$ cat src/rtl/seg7_frame_decoder_if.sv
// seg7_frame_decoder_if: segment-sample input and message-frame output bundle
// for seg7_frame_decoder (rev 1.0).
`default_nettype none

interface seg7_frame_decoder_if #(
  parameter int NUM_DIGITS = 5
);
  logic [6:0]              seg_in;
  logic [2:0]              digit_sel;
  logic                    seg_strobe;
  logic [8*NUM_DIGITS-1:0] msg_out;
  logic                    msg_valid;
  logic                    msg_ready;
  logic                    decode_err;
  logic                    overrun;

  modport master (
    output seg_in, digit_sel, seg_strobe, msg_ready,
    input  msg_out, msg_valid, decode_err, overrun
  );

  modport slave (
    input  seg_in, digit_sel, seg_strobe, msg_ready,
    output msg_out, msg_valid, decode_err, overrun
  );
endinterface

`default_nettype wire

$ cat src/rtl/seg7_frame_decoder.sv
// seg7_frame_decoder: decodes multiplexed 7-segment samples into an ASCII frame
// with valid/ready output; optional glitch filter via SEG7_GLITCH_FILTER_EN (rev 1.0).
`default_nettype none

module seg7_frame_decoder #(
  parameter int NUM_DIGITS     = 5,
  parameter bit SEG_ACTIVE_LOW = 1'b1,
  parameter int STABLE_CYCLES  = 2
) (
  input  logic                clk,
  input  logic                rst,
  seg7_frame_decoder_if.slave bus
);

  localparam logic [2:0] LAST = 3'(NUM_DIGITS - 1);

  typedef enum logic [1:0] {
    IDLE    = 2'd0,
    COLLECT = 2'd1,
    HOLD    = 2'd2
  } state_t;

  state_t     state;
  logic [2:0] expected;
  logic [7:0] slot [NUM_DIGITS];
  logic       valid;
  logic       derr;
  logic       ovr;

  logic [6:0] pattern;
  logic [8:0] decoded;
  logic       stable;
  logic       frame_hit;
  logic       write_en;

  // Result is {unknown_pattern, ascii}.
  function automatic logic [8:0] decode_seg(input logic [6:0] p);
    logic [8:0] r;
    r = 9'h13F;
    case (p)
      7'h3F: r = 9'h030;
      7'h06: r = 9'h031;
      7'h5B: r = 9'h032;
      7'h4F: r = 9'h033;
      7'h66: r = 9'h034;
      7'h6D: r = 9'h035;
      7'h7D: r = 9'h036;
      7'h07: r = 9'h037;
      7'h7F: r = 9'h038;
      7'h6F: r = 9'h039;
      7'h77: r = 9'h041;
      7'h7C: r = 9'h062;
      7'h39: r = 9'h043;
      7'h5E: r = 9'h064;
      7'h79: r = 9'h045;
      7'h71: r = 9'h046;
      7'h76: r = 9'h048;
      7'h1E: r = 9'h04A;
      7'h38: r = 9'h04C;
      7'h5C: r = 9'h06F;
      7'h73: r = 9'h050;
      7'h3E: r = 9'h055;
      7'h00: r = 9'h020;
      default: r = 9'h13F;
    endcase
    return r;
  endfunction

  assign pattern = SEG_ACTIVE_LOW ? ~bus.seg_in : bus.seg_in;
  assign decoded = decode_seg(pattern);

`ifdef SEG7_GLITCH_FILTER_EN
  localparam int CW = (STABLE_CYCLES < 1) ? 1 : $clog2(STABLE_CYCLES + 1);

  logic [6:0]    prev_seg;
  logic [CW-1:0] same_cnt;

  // same_cnt counts consecutive past cycles whose sample matched its predecessor.
  always_ff @(posedge clk) begin
    if (rst) begin
      prev_seg <= '0;
      same_cnt <= '0;
    end else begin
      prev_seg <= bus.seg_in;
      if (bus.seg_in == prev_seg) begin
        if (same_cnt != CW'(STABLE_CYCLES)) same_cnt <= same_cnt + 1'b1;
      end else begin
        same_cnt <= '0;
      end
    end
  end

  if (STABLE_CYCLES <= 1) begin : g_no_hold
    assign stable = 1'b1;
  end else begin : g_hold
    assign stable = (bus.seg_in == prev_seg) && (same_cnt >= CW'(STABLE_CYCLES - 2));
  end
`else
  assign stable = 1'b1;
`endif

  always_comb begin
    frame_hit = (bus.digit_sel == LAST) ||
                ((state == COLLECT) && (bus.digit_sel == expected));
    write_en  = bus.seg_strobe && stable && (state != HOLD) && frame_hit;
  end

  always_ff @(posedge clk) begin
    if (rst) begin
      state    <= IDLE;
      expected <= '0;
      valid    <= 1'b0;
      derr     <= 1'b0;
      ovr      <= 1'b0;
      for (int i = 0; i < NUM_DIGITS; i++) slot[i] <= 8'h00;
    end else begin
      if (write_en) begin
        for (int i = 0; i < NUM_DIGITS; i++) begin
          if (bus.digit_sel == 3'(i)) slot[i] <= decoded[7:0];
        end
        if (decoded[8]) derr <= 1'b1;
      end
      if (bus.seg_strobe && !stable && (state != HOLD)) derr <= 1'b1;

      case (state)
        IDLE, COLLECT: begin
          if (bus.seg_strobe && stable) begin
            if (frame_hit) begin
              if (bus.digit_sel == 3'd0) begin
                state <= HOLD;
                valid <= 1'b1;
              end else begin
                expected <= bus.digit_sel - 3'd1;
                state    <= COLLECT;
              end
            end else if (state == COLLECT) begin
              // Out-of-order index abandons the frame; slot contents stay stale.
              state <= IDLE;
            end
          end
        end
        HOLD: begin
          if (bus.seg_strobe) ovr <= 1'b1;
          if (bus.msg_ready) begin
            valid <= 1'b0;
            state <= IDLE;
          end
        end
        default: state <= IDLE;
      endcase
    end
  end

  for (genvar g = 0; g < NUM_DIGITS; g++) begin : g_pack
    assign bus.msg_out[8*g +: 8] = slot[g];
  end

  assign bus.msg_valid  = valid;
  assign bus.decode_err = derr;
  assign bus.overrun    = ovr;

endmodule

`default_nettype wire

$ cat src/flat_wrapper.sv
// flat-port wrapper written by rule: the top's interface ports become plain ports
module seg7_frame_decoder_flat 
#(
  parameter int NUM_DIGITS     = 5,
  parameter bit SEG_ACTIVE_LOW = 1'b1,
  parameter int STABLE_CYCLES  = 2
)
  (clk, rst, bus_seg_in, bus_digit_sel, bus_seg_strobe, bus_msg_ready, bus_msg_out, bus_msg_valid, bus_decode_err, bus_overrun);
  seg7_frame_decoder_if #(.NUM_DIGITS(NUM_DIGITS)) bus_i ();
  input  logic clk;
  input  logic rst;
  input wire logic [$bits(bus_i.seg_in)-1:0] bus_seg_in;
  input wire logic [$bits(bus_i.digit_sel)-1:0] bus_digit_sel;
  input wire logic [$bits(bus_i.seg_strobe)-1:0] bus_seg_strobe;
  input wire logic [$bits(bus_i.msg_ready)-1:0] bus_msg_ready;
  output wire logic [$bits(bus_i.msg_out)-1:0] bus_msg_out;
  output wire logic [$bits(bus_i.msg_valid)-1:0] bus_msg_valid;
  output wire logic [$bits(bus_i.decode_err)-1:0] bus_decode_err;
  output wire logic [$bits(bus_i.overrun)-1:0] bus_overrun;
  assign bus_i.seg_in = bus_seg_in;
  assign bus_i.digit_sel = bus_digit_sel;
  assign bus_i.seg_strobe = bus_seg_strobe;
  assign bus_i.msg_ready = bus_msg_ready;
  assign bus_msg_out = bus_i.msg_out;
  assign bus_msg_valid = bus_i.msg_valid;
  assign bus_decode_err = bus_i.decode_err;
  assign bus_overrun = bus_i.overrun;
  seg7_frame_decoder #(.NUM_DIGITS(NUM_DIGITS), .SEG_ACTIVE_LOW(SEG_ACTIVE_LOW), .STABLE_CYCLES(STABLE_CYCLES)) u_core (.clk(clk), .rst(rst), .bus(bus_i));
endmodule
$ cat config.mk
export PLATFORM = sky130hd
export DESIGN_NAME = seg7_frame_decoder_flat
export DESIGN_NICKNAME = d
export VERILOG_FILES = /design/src/rtl/seg7_frame_decoder_if.sv /design/src/rtl/seg7_frame_decoder.sv /design/src/flat_wrapper.sv
export SDC_FILE = /design/constraint.sdc
export NUM_CORES = 1
export LEC_CHECK = 0
export BUFFER_PORTS_ARGS = -buffer_cell sky130_fd_sc_hd__buf_2
export CAP_MARGIN = 40
export CORE_MARGIN = 2
export CORE_UTILIZATION = 45
export DETAILED_ROUTE_END_ITERATION = 16
export GPL_ROUTABILITY_DRIVEN = 0
export GPL_TIMING_DRIVEN = 0
export PLACE_DENSITY = 0.69
export SLEW_MARGIN = 0
export SYNTH_ARGS = -nofsm -noshare
export SYNTH_HDL_FRONTEND = slang
export SYNTH_SLANG_ARGS = --single-unit
$ cat constraint.sdc
create_clock -name clk -period 3.1 [get_ports clk]
set_clock_uncertainty 0.15 [all_clocks]
set_input_delay 0.31 -clock clk [delete_from_list [all_inputs] [get_ports clk]]
set_output_delay 0.31 -clock clk [all_outputs]
set_load 0.02 [all_outputs]
==> reports/qor.yml <==
portBuffers: 49
crit_family: "simple AND/OR/NAND/NOR gates"
fin_crit_sh_pct: 75.0
nFillCells: 447
wl_met2_mm: 2.11
clk_pin_slew_ps: 80
wl_met3_um: 293
cp_max_fo: 7
dieHeight_um: 75.6
hold_viol: 0
antenna_found_initial: 0
grt_pass1_wl_mm: 7.16
diodes: 0
core-area_sq_um: 5040
hold_path.class: "primary input to flop"
slew_violations: 0
nets: 277
holdWs_ps: 116
cts_resized: 0
rsz0062_at_grt: "no"
grt_max_degree: 14
maxCapViolCount: 0
cp.buffers_inverters: 0
clkSinkCount: 43
tns_ps: 0
pre_cts_slack_ps: 531
grt_overflow: 0
synth-simple-area-share_pct: 16.8
seq_power_share_pct: 48.8
cts_buffers: 5
io_pins: 57
power.net_switching_mw: 0.307
drt-met1-wl_mm: 2.19
fin_ws_ps: 774
synth_edf_count: 35
critPathArrivalTime_ps: 2130
num_vias: 1770
irDropWorstVdd_mv: 0.219
synth_warnings: 0
drt_iter0_markers: 99
synth_top_family_by_area: "compound AO/OA/AOI/OAI gates"
relSlewSlack_pct: 60.4
top_layer: "met4"
slowest_delay_ps: 480
dp_hpwl_mm: 3.40
wl_per_cell_um: 14.1
drive_above_1_share_pct: 30.5
ant_nets: 0
postCtsHoldBufs: 0
route.detailed.drc: 0
status: "finished clean"
leakage_nw: 1.12
post_drt_via_cell_ratio: 5.38
row_count: 26
crit_required_ps: 2900
synthMuxAreaShare_pct: 0.488
comb_power_share_pct: 14.4
netlist_instances: 198
setup_viol: 0
swShare_pct: 22.8
placed_cells: 321
cts_root_buf: "clkbuf_8"
clock.fmax_mhz: 430
grt_pass1_vias: 1468
ys_seq_elements: 43
cpMaxStageDelayCell: "nor4_2"
synth_compound_area_share_pct: 19.1
syn_to_final_growth_pct: 20.8
crit_chain: "xor2_1, nor4_2, nor3b_1, a21o_1"
tightest_slew_ps: 593
cts_tree: "done"
start_util_pct: 45.8
p_per_area_nw_per_um2: 483
ys_seq_area_share_pct: 52.5
grt_usage_pct: 16.6
clk_latency_ps: 280
post_cts.repair.setup_buffers: 0
clockBufferDepth: 2
synthFlopType: "edfxtp_1"
synth_cell_types: 62
dieArea_sq_um: 5720
chipWidth_um: 75.6
async_reset_ff_share_pct: 0
fin_crit_ps: 2330
clkPwrFrac_pct: 36.8
wirelength_mm: 4.64
synth_xor_area_share_pct: 2.28
syn_area_sq_um: 2310
syn_avg_cell_area_sq_um: 11.7
cts.htree.levels: 2
worstSetupEndpointType: "flop"
synth_fa_ha_area_share_pct: 2.71
power_mw: 1.35
fin_cells: 329
cp-start-kind: "flop"
crit_type: "flop to flop"
p_int_mw: 1.04
drt-pass1-iter-count: 4
==> power groups by stage <==
stage	Clock, mW	Combinational, mW	Sequential (mW)
global placement	0	0.193	0.670
CTS	0.506	0.195	0.657
global route	0.522	0.213	0.659
finish	0.496	0.195	0.657
floorplan	0	0.105	0.701
detailed placement	0	0.194	0.670
==> cells in the mapped netlist, drive strengths merged (4+ instances only) <==
master	count	area (sq um)
edfxtp	35	1050
nand3	4	20.0
ha	5	62.6
o21ai	9	45.0
inv	6	22.5
a21oi	10	50.1
dfxtp	8	160
nand2b	4	25.0
a311oi	4	52.6
nand2	6	22.5
nor2	10	37.5
buf	12	83.8
nor3	6	30.0
a31oi	7	43.8
a21o	4	30.0
nor2b	4	25.0
clkbuf	8	30.0
==> stage by stage <==
step	area (sq um)	util, %
floorplan	2320	-
global placement	2660	52.7
detailed placement	2660	52.7
CTS	2790	55.3
global route	2790	55.3
finish	2790	55.3
==> path summary, 6_finish.rpt <==
path                                     endpoint                             from  slack, ps  cells past startpoint
setup / recovery     u_core.slot[0][20]$_DFFE_PP_  u_core.expected[2]$_SDFFE_PP0P_        770                      4
hold / removal    u_core.expected[0]$_SDFFE_PP0P_                              rst        120                      2
setup reg to reg     u_core.slot[0][20]$_DFFE_PP_  u_core.expected[2]$_SDFFE_PP0P_        770                      4
hold reg to reg   u_core.bus.overrun$_SDFFE_PP0P_  u_core.bus.overrun$_SDFFE_PP0P_        310                      2
==> flip-flops by register name, indices dropped and copies added, names as in the netlist <==
register and flops:
u_core.bus.decode_err 1, u_core.expected 3, u_core.bus.msg_valid 1, u_core.state 2, u_core.bus.overrun 1, u_core.slot 35
==> area by class of cell <==
| class | count | area (sq um) | area share [%] |
|---|---|---|---|
| Tap cell | 70 | 87.6 | 3.14 |
| Buffer | 20 | 114 | 4.08 |
| Clock buffer | 6 | 72.6 | 2.60 |
| Multi-Input combinational cell | 133 | 975 | 35.0 |
| Timing Repair Buffer | 49 | 245 | 8.80 |
| Inverter | 6 | 22.5 | 0.808 |
| Clock inverter | 2 | 60.1 | 2.15 |
| Sequential cell | 43 | 1210 | 43.4 |
==> cell usage in the layout, fill, tap and decap left out, types with 2 or more instances in the layout <==
master	synthesis	routed
bufinv_16	0	2
nand4_1	2	2
a21oi_1	10	10
nor4b_1	2	2
nor3_1	6	6
nand2_1	6	6
o21ai_0	7	7
buf_4	7	7
nand4b_1	2	2
xnor2_1	3	3
a221oi_1	2	2
o21ai_1	2	2
buf_2	4	53
nor2_1	10	10
nand2b_1	4	4
a311oi_1	3	3
a31oi_1	7	7
a211oi_1	2	2
xor2_1	3	3
and4bb_1	2	2
nor2b_1	4	4
or3b_1	2	2
and3_1	2	2
dfxtp_1	8	8
edfxtp_1	35	35
ha_1	5	5
clkbuf_1	8	9
a21o_1	4	4
nand3_1	4	4
inv_1	6	6
nor3b_1	3	3
conb_1	1	5
clkbuf_8	0	5
nand3b_1	2	2
==> routing by layer <==
layer	GRT usage, %	vias up
met3	2.38	4
met4	6.04	0
met5	0	-
li1	-	878
met2	25.9	74
met1	23.5	814
==> cells by family after synthesis <==
family,count (synthesis)
flops,43
buf+inv,26
other cells,1
fa+ha+maj,5
xor+xnor,6
mux,1
compound gates,55
simple gates,61
==> worst reg2reg max path: stages (launching register included) <==
cell and delay (ps):
dfxtp_1 320, xor2_1 160, nor4_2 480, nor3b_1 470, a21o_1 410
(Power assumes the default switching activity.)
